[src/rtl/rtc_preset_arbiter.sv]
// Round-robin arbiter that validates a packed preset time word and loads it into the RTC counter.
// Optional LOAD watchdog: define PRESET_TIMEOUT_EN to abort a LOAD that sees no tick_i for TIMEOUT_CYC cycles.
module rtc_preset_arbiter #(
    parameter logic [27:0] TIMEOUT_CYC = 28'd200000000
) (
    input  logic        clk_i,
    input  logic        rst_i,
    input  logic        tick_i,
    input  logic        run_i,
    input  logic        host_valid_i,
    input  logic [43:0] host_time_i,
    output logic        host_ready_o,
    input  logic        sync_valid_i,
    input  logic [43:0] sync_time_i,
    output logic        sync_ready_o,
    output logic        resp_err_o,
    output logic        enable_o,
    output logic        en_preset_o,
    output logic [5:0]  init_sec_o,
    output logic [5:0]  init_min_o,
    output logic [5:0]  init_hour_o,
    output logic [1:0]  init_mode_o,
    output logic [2:0]  init_day_of_week_o,
    output logic [4:0]  init_day_of_month_o,
    output logic [3:0]  init_month_o,
    output logic [11:0] init_year_o,
    output logic        busy_o,
    output logic        timeout_o
);

    localparam logic [1:0] ST_IDLE  = 2'd0;
    localparam logic [1:0] ST_CHECK = 2'd1;
    localparam logic [1:0] ST_LOAD  = 2'd2;
    localparam logic [1:0] ST_DONE  = 2'd3;

    logic [1:0]  state;
    logic        grant_sync;
    logic        last_sync;
    logic        err_q;
    logic [43:0] word_q;

    logic [11:0] w_year;
    logic [3:0]  w_month;
    logic [4:0]  w_dom;
    logic [2:0]  w_dow;
    logic [1:0]  w_mode;
    logic [5:0]  w_hour;
    logic [5:0]  w_min;
    logic [5:0]  w_sec;

    assign {w_year, w_month, w_dom, w_dow, w_mode, w_hour, w_min, w_sec} = word_q;

    logic [4:0] dom_max;
    logic       hour_ok;
    logic       word_ok;
    logic       pick_sync;
    logic       load_expired;

    // NOTE: default assignment first so no path through the case can infer a latch.
    always_comb begin
        dom_max = 5'd31;
        case (w_month)
            4'd2:                   dom_max = (w_year[1:0] == 2'b00) ? 5'd29 : 5'd28;
            4'd4, 4'd6, 4'd9, 4'd11: dom_max = 5'd30;
            default:                dom_max = 5'd31;
        endcase
    end

    // 12-hour mode uses mode[1] as the PM flag, so only the hour range changes.
    assign hour_ok = w_mode[0] ? ((w_hour >= 6'd1) && (w_hour <= 6'd12))
                               : (w_hour <= 6'd23);

    assign word_ok = (w_sec <= 6'd59) && (w_min <= 6'd59) && hour_ok
                  && (w_dow != 3'd0)
                  && (w_month >= 4'd1) && (w_month <= 4'd12)
                  && (w_dom != 5'd0) && (w_dom <= dom_max);

    // Sync wins only when it is alone or host was served last.
    assign pick_sync = sync_valid_i && (!host_valid_i || !last_sync);

`ifdef PRESET_TIMEOUT_EN
    logic [27:0] load_cnt;
    logic        timeout_q;

    assign load_expired = (load_cnt == TIMEOUT_CYC - 28'd1);

    always_ff @(posedge clk_i) begin
        if (rst_i) begin
            load_cnt  <= '0;
            timeout_q <= 1'b0;
        end else begin
            if (state != ST_LOAD)
                load_cnt <= '0;
            else if (!tick_i)
                load_cnt <= load_cnt + 28'd1;
            if ((state == ST_LOAD) && !tick_i && load_expired)
                timeout_q <= 1'b1;
        end
    end

    assign timeout_o = timeout_q;
`else
    logic unused_timeout_cfg;

    assign load_expired       = 1'b0;
    assign unused_timeout_cfg = ^TIMEOUT_CYC;
    assign timeout_o          = 1'b0;
`endif

    // NOTE: sequential state uses non-blocking assignments so every register samples pre-edge values.
    always_ff @(posedge clk_i) begin
        if (rst_i) begin
            state               <= ST_IDLE;
            grant_sync          <= 1'b0;
            last_sync           <= 1'b1;
            err_q               <= 1'b0;
            word_q              <= '0;
            init_sec_o          <= '0;
            init_min_o          <= '0;
            init_hour_o         <= '0;
            init_mode_o         <= '0;
            init_day_of_week_o  <= '0;
            init_day_of_month_o <= '0;
            init_month_o        <= '0;
            init_year_o         <= '0;
        end else begin
            case (state)
                ST_IDLE: begin
                    if (host_valid_i || sync_valid_i) begin
                        grant_sync <= pick_sync;
                        last_sync  <= pick_sync;
                        word_q     <= pick_sync ? sync_time_i : host_time_i;
                        state      <= ST_CHECK;
                    end
                end
                ST_CHECK: begin
                    if (word_ok) begin
                        state               <= ST_LOAD;
                        err_q               <= 1'b0;
                        init_sec_o          <= w_sec;
                        init_min_o          <= w_min;
                        init_hour_o         <= w_hour;
                        init_mode_o         <= w_mode;
                        init_day_of_week_o  <= w_dow;
                        init_day_of_month_o <= w_dom;
                        init_month_o        <= w_month;
                        init_year_o         <= w_year;
                    end else begin
                        state <= ST_DONE;
                        err_q <= 1'b1;
                    end
                end
                ST_LOAD: begin
                    if (tick_i) begin
                        state <= ST_DONE;
                        err_q <= 1'b0;
                    end else if (load_expired) begin
                        state <= ST_DONE;
                        err_q <= 1'b1;
                    end
                end
                ST_DONE:  state <= ST_IDLE;
                default:  state <= ST_IDLE;
            endcase
        end
    end

    always_ff @(posedge clk_i) begin
        if (rst_i)
            enable_o <= 1'b0;
        else
            enable_o <= run_i;
    end

    assign busy_o       = (state != ST_IDLE);
    assign en_preset_o  = (state == ST_LOAD);
    assign host_ready_o = (state == ST_DONE) && !grant_sync;
    assign sync_ready_o = (state == ST_DONE) && grant_sync;
    assign resp_err_o   = (state == ST_DONE) && err_q;

endmodule

[config.mk]
export PLATFORM = sky130hd
export DESIGN_NAME = rtc_preset_arbiter
export DESIGN_NICKNAME = d
export VERILOG_FILES = /design/src/rtl/rtc_preset_arbiter.sv
export SDC_FILE = /design/constraint.sdc
export NUM_CORES = 1
export LEC_CHECK = 0
export BUFFER_PORTS_ARGS = -buffer_cell sky130_fd_sc_hd__buf_4
export CORE_AREA = 2 2 113 115
export DETAILED_ROUTE_END_ITERATION = 8
export DIE_AREA = 0 0 115 117
export MAX_ROUTING_LAYER = met4
export PLACE_DENSITY_LB_ADDON = 0.1
export SYNTH_ARGS = -nofsm -noshare
export SYNTH_HDL_FRONTEND = slang
export SYNTH_SLANG_ARGS = --single-unit
[constraint.sdc]
create_clock -name clk_i -period 2.2 [get_ports clk_i]
set_input_delay 0.55 -clock clk_i [delete_from_list [all_inputs] [get_ports clk_i]]
set_output_delay 0.55 -clock clk_i [all_outputs]
set_load 0.01 [all_outputs]
==> results.md <==
- Avg Inst Size Synth: 9.82 µm²
- Total CTS buffers: 9
- Clock tree root buffer cell: clkbuf_16
- Register-to-register path setup slack: 80 ps
- Placed wire-length estimate: 7320 µm
- Critical Path Sink Type: flip-flop
- Maximum frequency from static timing analysis: 0.472 GHz
- Status: finished clean
- Remaining routing DRC violations: 0
- Total number of vias: 3594
- Initial Util: 0.360
- Nets: 690
- Area of the core region: 12300 µm²
- Number of antenna diodes: 0
- Via count of the first global-routing pass: 3365
- Unrepaired setup endpoints after global routing: true
- Category of cells accounting for the largest share of critical-path delay: simple AND/OR/NAND/NOR gates
- Placer Congestion: 0.794
- Max-cap violation count: 0
- Max Root-Sink Buffers: 2
- FF-to-FF path depth: 11
- Net switching power: 2.16 mW
- CP max FO: 7
- Sinks on Clock Net: 94
- Internal Pwr Total: 4.05 mW
- RR Startpoint: word_q[30]
- Power density over cell area: 1020 nW/µm²
- Post-Syn Instances: 451
- Crit-path max cell delay: 390 ps
- Sequential area share after synthesis: 0.425
- Count of endpoints failing setup in the final report: 0
- Total instance count after detailed placement: 721
- Sequential fraction of design power: 0.386
- CP max stage cell: dfxtp_4
- Drt initial violations: 148
- Largest net degree at the start of global routing: 89
- Required time at the endpoint of the critical path: 2470 ps
- Final Total Pwr: 6.21 mW
- Growth of design area from synthesis to finish: 37.7%
- Number of warning messages in the yosys log: 0
- Clk_skew: 4.65 ps
- Proportion of layout cells with a drive suffix above 1: 0.333
- Instance count along the most critical hold path: 2
- TritonCTS clock tree: yes
- Critical path type: flip-flop to flip-flop
- Die width: 115 µm
- Final number of hold-violating endpoints: 0
- Min Clock Period, post-route: 2120 ps
- Global-route wire length before repair: 16500 µm
- Post-route non-filler standard cell count: 745
- Number of antenna violations at the first check in global routing: 0
- Number of buffer cells added on primary ports: 143
- Number of detailed-routing iterations run before antenna repair: 4
- Worst path cell trace: inv_4, a211oi_2, a31oi_1, ha_1, nand2_1, nand4_1, o211ai_4, nor3_4, buf_4, clkbuf_16, mux2i_1
- Count of buffer and inverter cells on the critical path: 3
- CTS clock-pin slew for the worst setup and hold paths: 60 ps
- Global routing usage summed across all routing layers: 0.161
- Die footprint: 13500 µm²
- RR Endpoint: init_sec_o[0]
- WL per Instance: 14.6 µm
- Arrival time of data at the critical path endpoint: 2390 ps
- Number of ports placed on the die boundary: 145
- Max-slew violation count: 0
- Post-Route WL: 10800 µm
- Antenna Violating Nets Remaining: 0
- Net Sw Frac: 0.348
- DIE HEIGHT: 117 µm
- Class of the tightest hold or removal check: input pin to flip-flop
- Leak Pwr: 2.50 nW
- Number of storage elements in the synthesis netlist: 94
- Final period util: 0.963
- Worst Hold Launch: run_i
- Syn_nets: 551
- First element of the critical path: word_q[30]
- Sum of overflow across all layers after global routing: 0
- Netlist cell types: 42
- Vias per std cell: 4.82
- Peak ir drop on the vdd network: 0.595 mV
- Startpoint Class: flip-flop
- Cell row count: 41
- Relative contribution of the clock network to total power: 0.241
- Combinational cell fraction of total power: 0.373
- Skew-Pair Late Insertion Delay: 340 ps
- Worst hold path endpoint: enable_o
- Post-Syn Area: 4430 µm²
- Max H-tree Level: 3
- CTS Hold Bufs: 0
-- what timing repair did --
item,CTS,global route
resized for setup,3,16
setup buffers,2,4
pin swaps,2,5
cloned,1,2
setup endpoints to repair,42,46
-- power groups by stage --
stage          combinational [mW]  sequential (mW)  clock [mW]
3_5_place_dp                 2.17             2.41           0
5_1_grt                      2.57             2.45        1.63
2_1_floorplan                1.54             2.36           0
3_3_place_gp                 2.12             2.39           0
6_report                     2.31             2.40        1.50
4_1_cts                      2.24             2.37        1.54
-- logic make-up after synthesis --
family / count (synthesis) / share of synthesized area
DFF: 94 / 0.425
other: 1 / 0.000847
muxes: 86 / 0.194
buffers and inverters: 41 / 0.0478
adders and majority gates: 6 / 0.0170
and+or+nand+nor: 153 / 0.196
AOI/OAI and AO/OA: 70 / 0.119
-- flip-flops by register name (all words and copies together) (netlist names) --
| register | cells |
|---|---|
| last_sync | 1 |
| err_q | 1 |
| init_hour_o | 6 |
| word_q | 44 |
| state | 2 |
| enable_o | 1 |
| init_min_o | 6 |
| init_month_o | 4 |
| init_sec_o | 6 |
| init_mode_o | 2 |
| grant_sync | 1 |
| init_day_of_month_o | 5 |
| init_day_of_week_o | 3 |
| init_year_o | 12 |
-- cell usage after synthesis --
cell | number | area (µm²)
a211oi_1 | 45 | 338
a21boi_0 | 1 | 7.51
a21oi_1 | 6 | 30.0
a21oi_2 | 1 | 8.76
a221oi_1 | 1 | 8.76
a2bb2oi_1 | 1 | 8.76
a31oi_1 | 2 | 12.5
a41o_1 | 1 | 10.0
and2_1 | 2 | 12.5
buf_1 | 1 | 3.75
buf_2 | 7 | 35.0
buf_4 | 1 | 7.51
buf_8 | 4 | 60.1
clkbuf_1 | 21 | 78.8
conb_1 | 1 | 3.75
dfxtp_1 | 94 | 1880
ha_1 | 6 | 75.1
inv_1 | 7 | 26.3
mux2i_1 | 86 | 861
nand2_1 | 3 | 11.3
nand2b_1 | 81 | 507
nand4_1 | 2 | 12.5
nand4_4 | 1 | 21.3
nor2_1 | 48 | 180
nor2b_1 | 3 | 18.8
nor3_1 | 3 | 15.0
nor3_4 | 1 | 16.3
nor3b_2 | 1 | 12.5
nor4_1 | 2 | 12.5
nor4b_1 | 1 | 8.76
o211a_1 | 1 | 10.0
o211ai_2 | 1 | 12.5
o211ai_4 | 1 | 21.3
o21ai_0 | 4 | 20.0
o21ai_1 | 1 | 5.00
o21ai_2 | 1 | 8.76
o31a_2 | 1 | 10.0
o31ai_1 | 2 | 15.0
or2_2 | 1 | 6.26
or2b_1 | 1 | 7.51
or4_1 | 2 | 15.0
or4_4 | 1 | 11.3
-- layout by cell type, fill, tap and decap left out, types with 3 or more instances in the layout --
cell type / instances
a211oi_1: 44
a21oi_1: 5
buf_12: 4
buf_4: 153
clkbuf_16: 11
clkbuf_8: 3
dfxtp_1: 90
ha_1: 6
inv_1: 6
mux2i_1: 86
nand2_1: 3
nand2b_1: 81
nor2_1: 47
nor2b_1: 3
nor3_1: 3
o21ai_0: 3
-- metal layers --
metal | GRT usage | wire [µm]
met1 | 0.209 | 5160
met5 | - | 0
met4 | 0.0498 | 116
met2 | 0.255 | 5100
met3 | 0.0314 | 466
-- through the flow --
stage / area, µm² / TNS, ps / util / hold WS, ps / worst slack, ps
floorplan: 4430 / 0 / - / 452 / 36.1
global placement: 5660 / 0 / 0.459 / 457 / 31.5
detailed placement: 5660 / -1070 / 0.459 / 463 / -72.7
CTS: 5990 / 0 / 0.487 / 423 / 28.5
global route: 6100 / -1450 / 0.495 / 452 / -74.3
finish: 6100 / 0 / 0.495 / 434 / 81.5
-- worst max path at each step --
stage | to | slack (ps) | cells after the start
after floorplan | init_day_of_month_o[1] | 40 | 10
after global placement | init_year_o[4] | 30 | 10
after detailed placement | init_year_o[3] | -70 | 10
after CTS | init_sec_o[3] | 30 | 11
after global routing | init_min_o[5] | -70 | 8
final | init_sec_o[0] | 80 | 11
-- cell type report --
class	count	area (µm²)
Fill cell	1164	6210
Tap cell	150	188
Sequential cell	94	1890
Clock buffer	13	270
Inverter	7	28.8
Timing Repair Buffer	162	1330
Multi-Input combinational cell	316	2370
Clock inverter	3	17.5
(Power assumes the default switching activity.)
